$ cat config.mk
export PLATFORM = sky130hd
export DESIGN_NAME = engine_alu_ops_collector
export DESIGN_NICKNAME = d
export VERILOG_FILES = /design/src/rtl/engine_alu_ops_collector_pkg.sv /design/src/rtl/engine_alu_ops_collector_fifo.sv /design/src/rtl/engine_alu_ops_collector.sv
export SDC_FILE = /design/constraint.sdc
export NUM_CORES = 1
export LEC_CHECK = 0
export CORE_MARGIN = 4
export CORE_UTILIZATION = 45
export DETAILED_ROUTE_END_ITERATION = 10
export PLACE_DENSITY = 0.62
export SLEW_MARGIN = 30
export SYNTH_ARGS = -nofsm -noshare
export SYNTH_HDL_FRONTEND = slang
export SYNTH_SLANG_ARGS = --single-unit
$ cat constraint.sdc
create_clock -name ap_clk -period 7.2 [get_ports ap_clk]
set_input_delay 1.44 -clock ap_clk [delete_from_list [all_inputs] [get_ports ap_clk]]
set_output_delay 1.44 -clock ap_clk [all_outputs]
set_load 0.01 [all_outputs]
$ cat src/rtl/engine_alu_ops_collector_pkg.sv
`default_nettype none
// ============================================================================
// Module   : engine_alu_ops_collector_pkg
// Brief    : Shared packet type, FSM encoding and count width for the collector.
// Revision : 1.0
// ============================================================================
package engine_alu_ops_collector_pkg;

    localparam int ALU_OPS_COLLECTOR_COUNT_W = 32;

    typedef struct packed {
        logic [7:0]  opcode;
        logic [7:0]  tag;
        logic [47:0] value;
    } EnginePacketData;

    typedef enum logic [1:0] {
        ST_IDLE    = 2'd0,
        ST_COLLECT = 2'd1,
        ST_DRAIN   = 2'd2,
        ST_DONE    = 2'd3
    } engine_alu_ops_collector_state_e;

endpackage
`default_nettype wire

$ cat src/rtl/engine_alu_ops_collector_fifo.sv
`default_nettype none
// ============================================================================
// Module   : engine_alu_ops_collector_fifo
// Brief    : Result buffer with a registered output stage; occupancy counts
//            both the storage array and the output register.
// Revision : 1.0
// ============================================================================
module engine_alu_ops_collector_fifo
    import engine_alu_ops_collector_pkg::*;
#(
    parameter int DEPTH = 16
) (
    input  logic                     clk,
    input  logic                     rst_n,
    input  logic                     flush,
    input  logic                     push,
    input  EnginePacketData          push_data,
    input  logic                     out_ready,
    output logic                     out_valid,
    output EnginePacketData          out_data,
    output logic                     full,
    output logic [$clog2(DEPTH):0]   occupancy,
    output logic [$clog2(DEPTH):0]   occupancy_next
);

    localparam int PTR_W = $clog2(DEPTH);
    localparam int OCC_W = PTR_W + 1;
    localparam logic [PTR_W-1:0] PTR_ONE  = PTR_W'(1);
    localparam logic [OCC_W-1:0] OCC_ONE  = OCC_W'(1);
    localparam logic [OCC_W-1:0] OCC_FULL = OCC_W'(DEPTH);

    EnginePacketData    mem [DEPTH];
    logic [PTR_W-1:0]   wr_ptr;
    logic [PTR_W-1:0]   rd_ptr;
    logic [OCC_W-1:0]   mem_count;
    logic [OCC_W-1:0]   mem_count_next;
    logic               pop;
    logic               load;

    assign pop  = out_valid && out_ready;
    // Output register refills from storage whenever it is empty or being consumed.
    assign load = (mem_count != '0) && (!out_valid || out_ready);
    assign full = (occupancy == OCC_FULL);

    always_comb begin
        mem_count_next = mem_count;
        if (push && !load) begin
            mem_count_next = mem_count + OCC_ONE;
        end else if (!push && load) begin
            mem_count_next = mem_count - OCC_ONE;
        end
    end

    always_comb begin
        occupancy_next = occupancy;
        if (push && !pop) begin
            occupancy_next = occupancy + OCC_ONE;
        end else if (!push && pop) begin
            occupancy_next = occupancy - OCC_ONE;
        end
    end

    always_ff @(posedge clk) begin
        if (push && !flush) begin
            mem[wr_ptr] <= push_data;
        end
    end

    always_ff @(posedge clk or negedge rst_n) begin
        if (!rst_n) begin
            wr_ptr    <= '0;
            rd_ptr    <= '0;
            mem_count <= '0;
            occupancy <= '0;
            out_valid <= 1'b0;
            out_data  <= '0;
        end else if (flush) begin
            wr_ptr    <= '0;
            rd_ptr    <= '0;
            mem_count <= '0;
            occupancy <= '0;
            out_valid <= 1'b0;
            out_data  <= '0;
        end else begin
            if (push) begin
                wr_ptr <= wr_ptr + PTR_ONE;
            end
            if (load) begin
                rd_ptr    <= rd_ptr + PTR_ONE;
                out_valid <= 1'b1;
                out_data  <= mem[rd_ptr];
            end else if (pop) begin
                out_valid <= 1'b0;
            end
            mem_count <= mem_count_next;
            occupancy <= occupancy_next;
        end
    end

endmodule
`default_nettype wire

$ cat src/rtl/engine_alu_ops_collector.sv
`default_nettype none
// ============================================================================
// Module   : engine_alu_ops_collector
// Brief    : Collects a fixed number of ALU kernel results into a buffer and
//            streams them downstream. Build option: ENGINE_ALU_OPS_COLLECTOR_STATS_EN
//            exports live accepted/dropped counters.
// Revision : 1.0
// ============================================================================
module engine_alu_ops_collector
    import engine_alu_ops_collector_pkg::*;
#(
    parameter int FIFO_DEPTH   = 16,
    parameter int STALL_MARGIN = 4
) (
    input  logic                                  ap_clk,
    input  logic                                  areset_n,
    input  logic                                  clear,
    input  logic                                  start_valid,
    input  logic [ALU_OPS_COLLECTOR_COUNT_W-1:0]  expected_count,
    input  logic                                  in_result_flag,
    input  EnginePacketData                       in_result,
    output logic                                  stall_upstream,
    output logic                                  out_valid,
    input  logic                                  out_ready,
    output EnginePacketData                       out_data,
    output logic                                  done,
    output logic                                  overflow,
    output logic                                  unexpected,
    output logic [ALU_OPS_COLLECTOR_COUNT_W-1:0]  stat_accepted,
    output logic [ALU_OPS_COLLECTOR_COUNT_W-1:0]  stat_dropped
);

    localparam int CNT_W = ALU_OPS_COLLECTOR_COUNT_W;
    localparam int OCC_W = $clog2(FIFO_DEPTH) + 1;
    localparam logic [CNT_W-1:0] CNT_ONE      = CNT_W'(1);
    localparam logic [OCC_W-1:0] STALL_THRESH = OCC_W'(FIFO_DEPTH - STALL_MARGIN);

    if (FIFO_DEPTH < 8 || (FIFO_DEPTH & (FIFO_DEPTH - 1)) != 0) begin : g_bad_depth
        $error("FIFO_DEPTH must be a power of two and at least 8");
    end

    engine_alu_ops_collector_state_e state;
    engine_alu_ops_collector_state_e state_next;

    logic [CNT_W-1:0]  expected_lat;
    logic [CNT_W-1:0]  collected;
    logic              full;
    logic [OCC_W-1:0]  occupancy;
    logic [OCC_W-1:0]  occupancy_next;
    logic              pop;
    logic              in_collect;
    logic              accept;
    logic              drop;
    logic              stray;
    logic              last_event;
    logic              start_ok;

    assign pop        = out_valid && out_ready;
    assign in_collect = (state == ST_COLLECT);
    assign accept     = in_result_flag && in_collect && (!full || pop);
    assign drop       = in_result_flag && in_collect && full && !pop;
    assign stray      = in_result_flag && !in_collect;
    // Drops count toward completion so a lossy run still terminates.
    assign last_event = (accept || drop) && ((collected + CNT_ONE) == expected_lat);
    assign start_ok   = (state == ST_IDLE) && start_valid && !clear;

    engine_alu_ops_collector_fifo #(
        .DEPTH (FIFO_DEPTH)
    ) u_fifo (
        .clk            (ap_clk),
        .rst_n          (areset_n),
        .flush          (clear),
        .push           (accept),
        .push_data      (in_result),
        .out_ready      (out_ready),
        .out_valid      (out_valid),
        .out_data       (out_data),
        .full           (full),
        .occupancy      (occupancy),
        .occupancy_next (occupancy_next)
    );

    always_comb begin
        state_next = state;
        if (clear) begin
            state_next = ST_IDLE;
        end else begin
            case (state)
                ST_IDLE: begin
                    if (start_valid) begin
                        state_next = (expected_count == '0) ? ST_DONE : ST_COLLECT;
                    end
                end
                ST_COLLECT: begin
                    if (last_event) begin
                        state_next = ST_DRAIN;
                    end
                end
                ST_DRAIN: begin
                    if (occupancy == '0 && !out_valid) begin
                        state_next = ST_DONE;
                    end
                end
                ST_DONE:  state_next = ST_DONE;
                default:  state_next = ST_IDLE;
            endcase
        end
    end

    always_ff @(posedge ap_clk or negedge areset_n) begin
        if (!areset_n) begin
            state <= ST_IDLE;
        end else begin
            state <= state_next;
        end
    end

    always_ff @(posedge ap_clk or negedge areset_n) begin
        if (!areset_n) begin
            expected_lat   <= '0;
            collected      <= '0;
            done           <= 1'b0;
            overflow       <= 1'b0;
            unexpected     <= 1'b0;
            stall_upstream <= 1'b0;
        end else if (clear) begin
            expected_lat   <= '0;
            collected      <= '0;
            done           <= 1'b0;
            overflow       <= 1'b0;
            unexpected     <= 1'b0;
            stall_upstream <= 1'b0;
        end else begin
            if (start_ok) begin
                expected_lat <= expected_count;
                collected    <= '0;
            end else if (accept || drop) begin
                collected <= collected + CNT_ONE;
            end
            if (drop) begin
                overflow <= 1'b1;
            end
            if (stray) begin
                unexpected <= 1'b1;
            end
            done           <= (state_next == ST_DONE);
            stall_upstream <= (occupancy_next >= STALL_THRESH);
        end
    end

`ifdef ENGINE_ALU_OPS_COLLECTOR_STATS_EN
    localparam logic [CNT_W-1:0] CNT_MAX = '1;

    logic [CNT_W-1:0] accepted_cnt;
    logic [CNT_W-1:0] dropped_cnt;

    always_ff @(posedge ap_clk or negedge areset_n) begin
        if (!areset_n) begin
            accepted_cnt <= '0;
            dropped_cnt  <= '0;
        end else if (clear || start_ok) begin
            accepted_cnt <= '0;
            dropped_cnt  <= '0;
        end else begin
            if (accept && accepted_cnt != CNT_MAX) begin
                accepted_cnt <= accepted_cnt + CNT_ONE;
            end
            if (drop && dropped_cnt != CNT_MAX) begin
                dropped_cnt <= dropped_cnt + CNT_ONE;
            end
        end
    end

    assign stat_accepted = accepted_cnt;
    assign stat_dropped  = dropped_cnt;
`else
    assign stat_accepted = '0;
    assign stat_dropped  = '0;
`endif

endmodule
`default_nettype wire

==> results.sh <==
export IMPL_critPathArrivalTime_ns=4.62
export IMPL_cts_sinks=1177
export IMPL_stdcell_area_mm2=0.05357
export IMPL_insertion_delay_ns=0.72
export IMPL_nets=2656
export IMPL_postSynthAreaPerCell_um2=20.01
export IMPL_ant_nets=0
export IMPL_yosysTopAreaCell="edfxtp_1"
export IMPL_r2r_slack_ns=3.52
export IMPL_slew_viol_final=0
export IMPL_p_leak_nw=17.33
export IMPL_dr_pass1_iters=5
export IMPL_viasPerCell=5.699
export IMPL_period_minus_slack_ns=4.256
export IMPL_numCtsBuffers=117
export IMPL_grt_pass1_wl_um=157000
export IMPL_finalSetupViolations=0
export IMPL_fin_skew_ns=0.06526
export IMPL_synth_area_top_cells="edfxtp_1 66%, mux4_2 15%, dfrtp_1 8.2%, nand2_1 1.3%, buf_4 1.1%"
export IMPL_crit_path_frequent_cell="nand2_1"
export IMPL_area_growth_pct=15.00
export IMPL_endpoint_kind="flop"
export IMPL_cts_resized=0
export IMPL_yosysWarningCount=0
export IMPL_synth_edf_count=1024
export IMPL_multiInputGateArea_mm2=0.01127
export IMPL_synthesis_area_mm2=0.04658
export IMPL_post_cts_buffers=0
export IMPL_rsz0062_at_grt="false"
export IMPL_async_flop_share_pct=13.00
export IMPL_die_height_um=329.7
export IMPL_die_w_um=329.7
export IMPL_root_buffer="clkbuf_16"
export IMPL_grt_pass1_vias=23650
export IMPL_fmax_mhz=235.0
export IMPL_synthCells=2328
export IMPL_initial_core_util_pct=45.52
export IMPL_critPathKind="in2reg"
export IMPL_setup_ws_ns=2.944
export IMPL_max_vdd_ir_drop_mv=0.2442
export IMPL_max_stage_delay_ns=0.68
export IMPL_die_area_mm2=0.1087
export IMPL_fin_util_pct=52.35
export IMPL_synth_flop_cell="edfxtp_1"
export IMPL_remaining_drc_errors=0
export IMPL_place_area_mm2=0.04982
export IMPL_seq_area_frac_synth_pct=74.23
export IMPL_route_vias_total=22860
export IMPL_antenna_found_initial=9
export IMPL_synth_distinct_cells=65
export IMPL_cp_slowest_cell="and2_4"
export IMPL_gr_usage_met1_pct=27.19
export IMPL_finalNonFillerCells=4012
export IMPL_avgRoutedWirePerCell_um=26.19
export IMPL_drive_gt1_share_pct=22.01
export IMPL_rows=117
export IMPL_gp_congestion=0.8342
export IMPL_drt_wl_total_um=105100
export IMPL_cp_start_kind="primary input"
export IMPL_finalCritPeriodShare_pct=59.11
export IMPL_ios=235
export IMPL_busiest_layer="met2"
export IMPL_post_place_ws_ns=2.252
export IMPL_clkTransAtPathRegs_ns=0.06
export IMPL_ff_latch_area_mm2=0.03459
export IMPL_overflow=0
export IMPL_clock_path_buffers=3
export IMPL_grt_use_met2_pct=32.47
export IMPL_critPathMaxFanout=33
export IMPL_worst_hold_path_type="reg2reg"
export IMPL_grtUsageMet3_pct=3.307
export IMPL_cts_max_level=3
export IMPL_p_per_area_mw_per_mm2=322.4
export IMPL_sw_frac_of_total_pct=26.27
export IMPL_drtIter0Drc=2040
export IMPL_switching_power_mw=4.537
export IMPL_numPortBuffers=170
export IMPL_ys_ff_latch=1177
export IMPL_coreArea_mm2=0.1023
export IMPL_status="finished, final reports clean"
export IMPL_synth_most_common_cell="edfxtp_1"
export IMPL_grt_use_total_pct=19.49
export IMPL_netlist_top_cells_count="1024 x edfxtp_1, 320 x mux4_2, 163 x nand2_1, 153 x dfrtp_1, 79 x a21oi_1"
export IMPL_finalPower_mw=17.27
export IMPL_clkPwrFrac_pct=33.6
export IMPL_required_ns=7.57
export IMPL_netlist_area_leader_share_pct=66.01
export IMPL_intPower_mw=12.73
export IMPL_hold_buffers=0
export IMPL_worst_pin_slew_ns=0.8870
export IMPL_cap_violations=0
export IMPL_fin_setup_tns_ns=0
export IMPL_cts_tree="done"
export IMPL_whs_ns=0.4987
export IMPL_p_comb_share_pct=20.9
export IMPL_hold_viol=0
export IMPL_relSlewSlack_pct=40.87
export IMPL_n_fill_cell=7959
export IMPL_place_inst=3789
export IMPL_grt_max_degree=135
export IMPL_dp_hpwl_um=60330
export IMPL_p_seq_share_pct=45.5
export IMPL_worstPathCellList="clkdlybuf4s50_1 > nand2_1 > and3_1 > nor2_1 > nand2_1 > nor3_1 > and2_4 > buf_4"
==> critical path, delay by kind of cell <==
kind                   cells  cell delay (ns)
buffers and inverters      2             0.95
AND/OR/NAND/NOR            6             2.21
==> power by group through the flow <==
stage,clock network [mW],logic (mW),registers [mW]
after global routing,6.23,3.88,7.89
final,5.81,3.60,7.86
after detailed placement,0,3.66,8.00
after global placement,0,3.59,8.03
after floorplan,0,2.44,7.93
after CTS,5.93,3.67,7.86
==> sequential cells by signal (all words and copies together) (netlist names) <==
register          cells
collected            32
done                  1
expected_lat         32
overflow              1
stall_upstream        1
state                 2
u_fifo.mem         1024
u_fifo.mem_count      5
u_fifo.occupancy      5
u_fifo.out_data      64
u_fifo.out_valid      1
u_fifo.rd_ptr         4
u_fifo.wr_ptr         4
unexpected            1
==> area by class of cell <==
cell class                      instances  share of cell area [%]
Timing Repair Buffer                  224                   4.209
Clock buffer                          162                   6.024
Sequential cell                      1177                   64.58
Tap cell                             1368                   3.195
Inverter                               13                 0.09109
Antenna cell                            4                 0.01869
Clock inverter                         55                  0.8362
Multi-Input combinational cell       1009                   21.05
==> cells in the final DEF, fill, tap and decap left out, drive strengths merged, types with 3 or more instances in the layout <==
cell type / instances
a211oi: 3
a21oi: 79
a22o: 33
a31oi: 3
and2: 5
and3: 10
and4: 8
buf: 55
bufinv: 4
clkbuf: 163
clkdlybuf4s50: 168
clkinv: 44
conb: 64
dfrtp: 153
diode: 4
edfxtp: 1024
ha: 11
inv: 18
mux2i: 6
mux4: 320
nand2: 163
nand2b: 7
nand3: 22
nand3b: 3
nand4: 21
nor2: 75
nor2b: 5
nor3: 17
nor3b: 4
nor4: 17
o21ai: 9
or2: 4
or3: 5
or4: 4
xnor2: 47
xor2: 39
==> metal layers <==
layer  share of wire [%]  vias up
met4                 2.3        8
met1                  42    12180
li1                    -     9726
met2                  50      784
met5               0.054        -
met3                 6.3      168
==> final timing paths <==
| kind | startpoint | cells after the start | endpoint |
|---|---|---|---|
| max | out_ready | 8 | u_fifo.mem[10][25]$_DFFE_PP_ |
| min | unexpected$_DFFE_PN0P_ | 2 | unexpected$_DFFE_PN0P_ |
| max reg2reg | u_fifo.occupancy[1]$_DFF_PN0_ | 9 | u_fifo.mem[10][25]$_DFFE_PP_ |
| min reg2reg | unexpected$_DFFE_PN0P_ | 2 | unexpected$_DFFE_PN0P_ |
| max in group asynchronous | areset_n | 3 | u_fifo.rd_ptr[1]$_DFFE_PN0P_ |
| min in group asynchronous | areset_n | 1 | expected_lat[1]$_DFFE_PN0P_ |
==> kinds of logic (layout without fill, tap and decap cells) <==
kind of cell,after synthesis,after routing,synth area share (%)
buf+inv,205,454,2.321
simple gates,374,374,3.879
xor+xnor,86,86,1.617
fa+ha+maj,12,12,0.3384
flops,1177,1177,74.23
other cells,1,68,0.008050
mux,326,326,15.60
compound gates,147,147,2.006
Note: power is estimated with default switching activity, not from simulation.
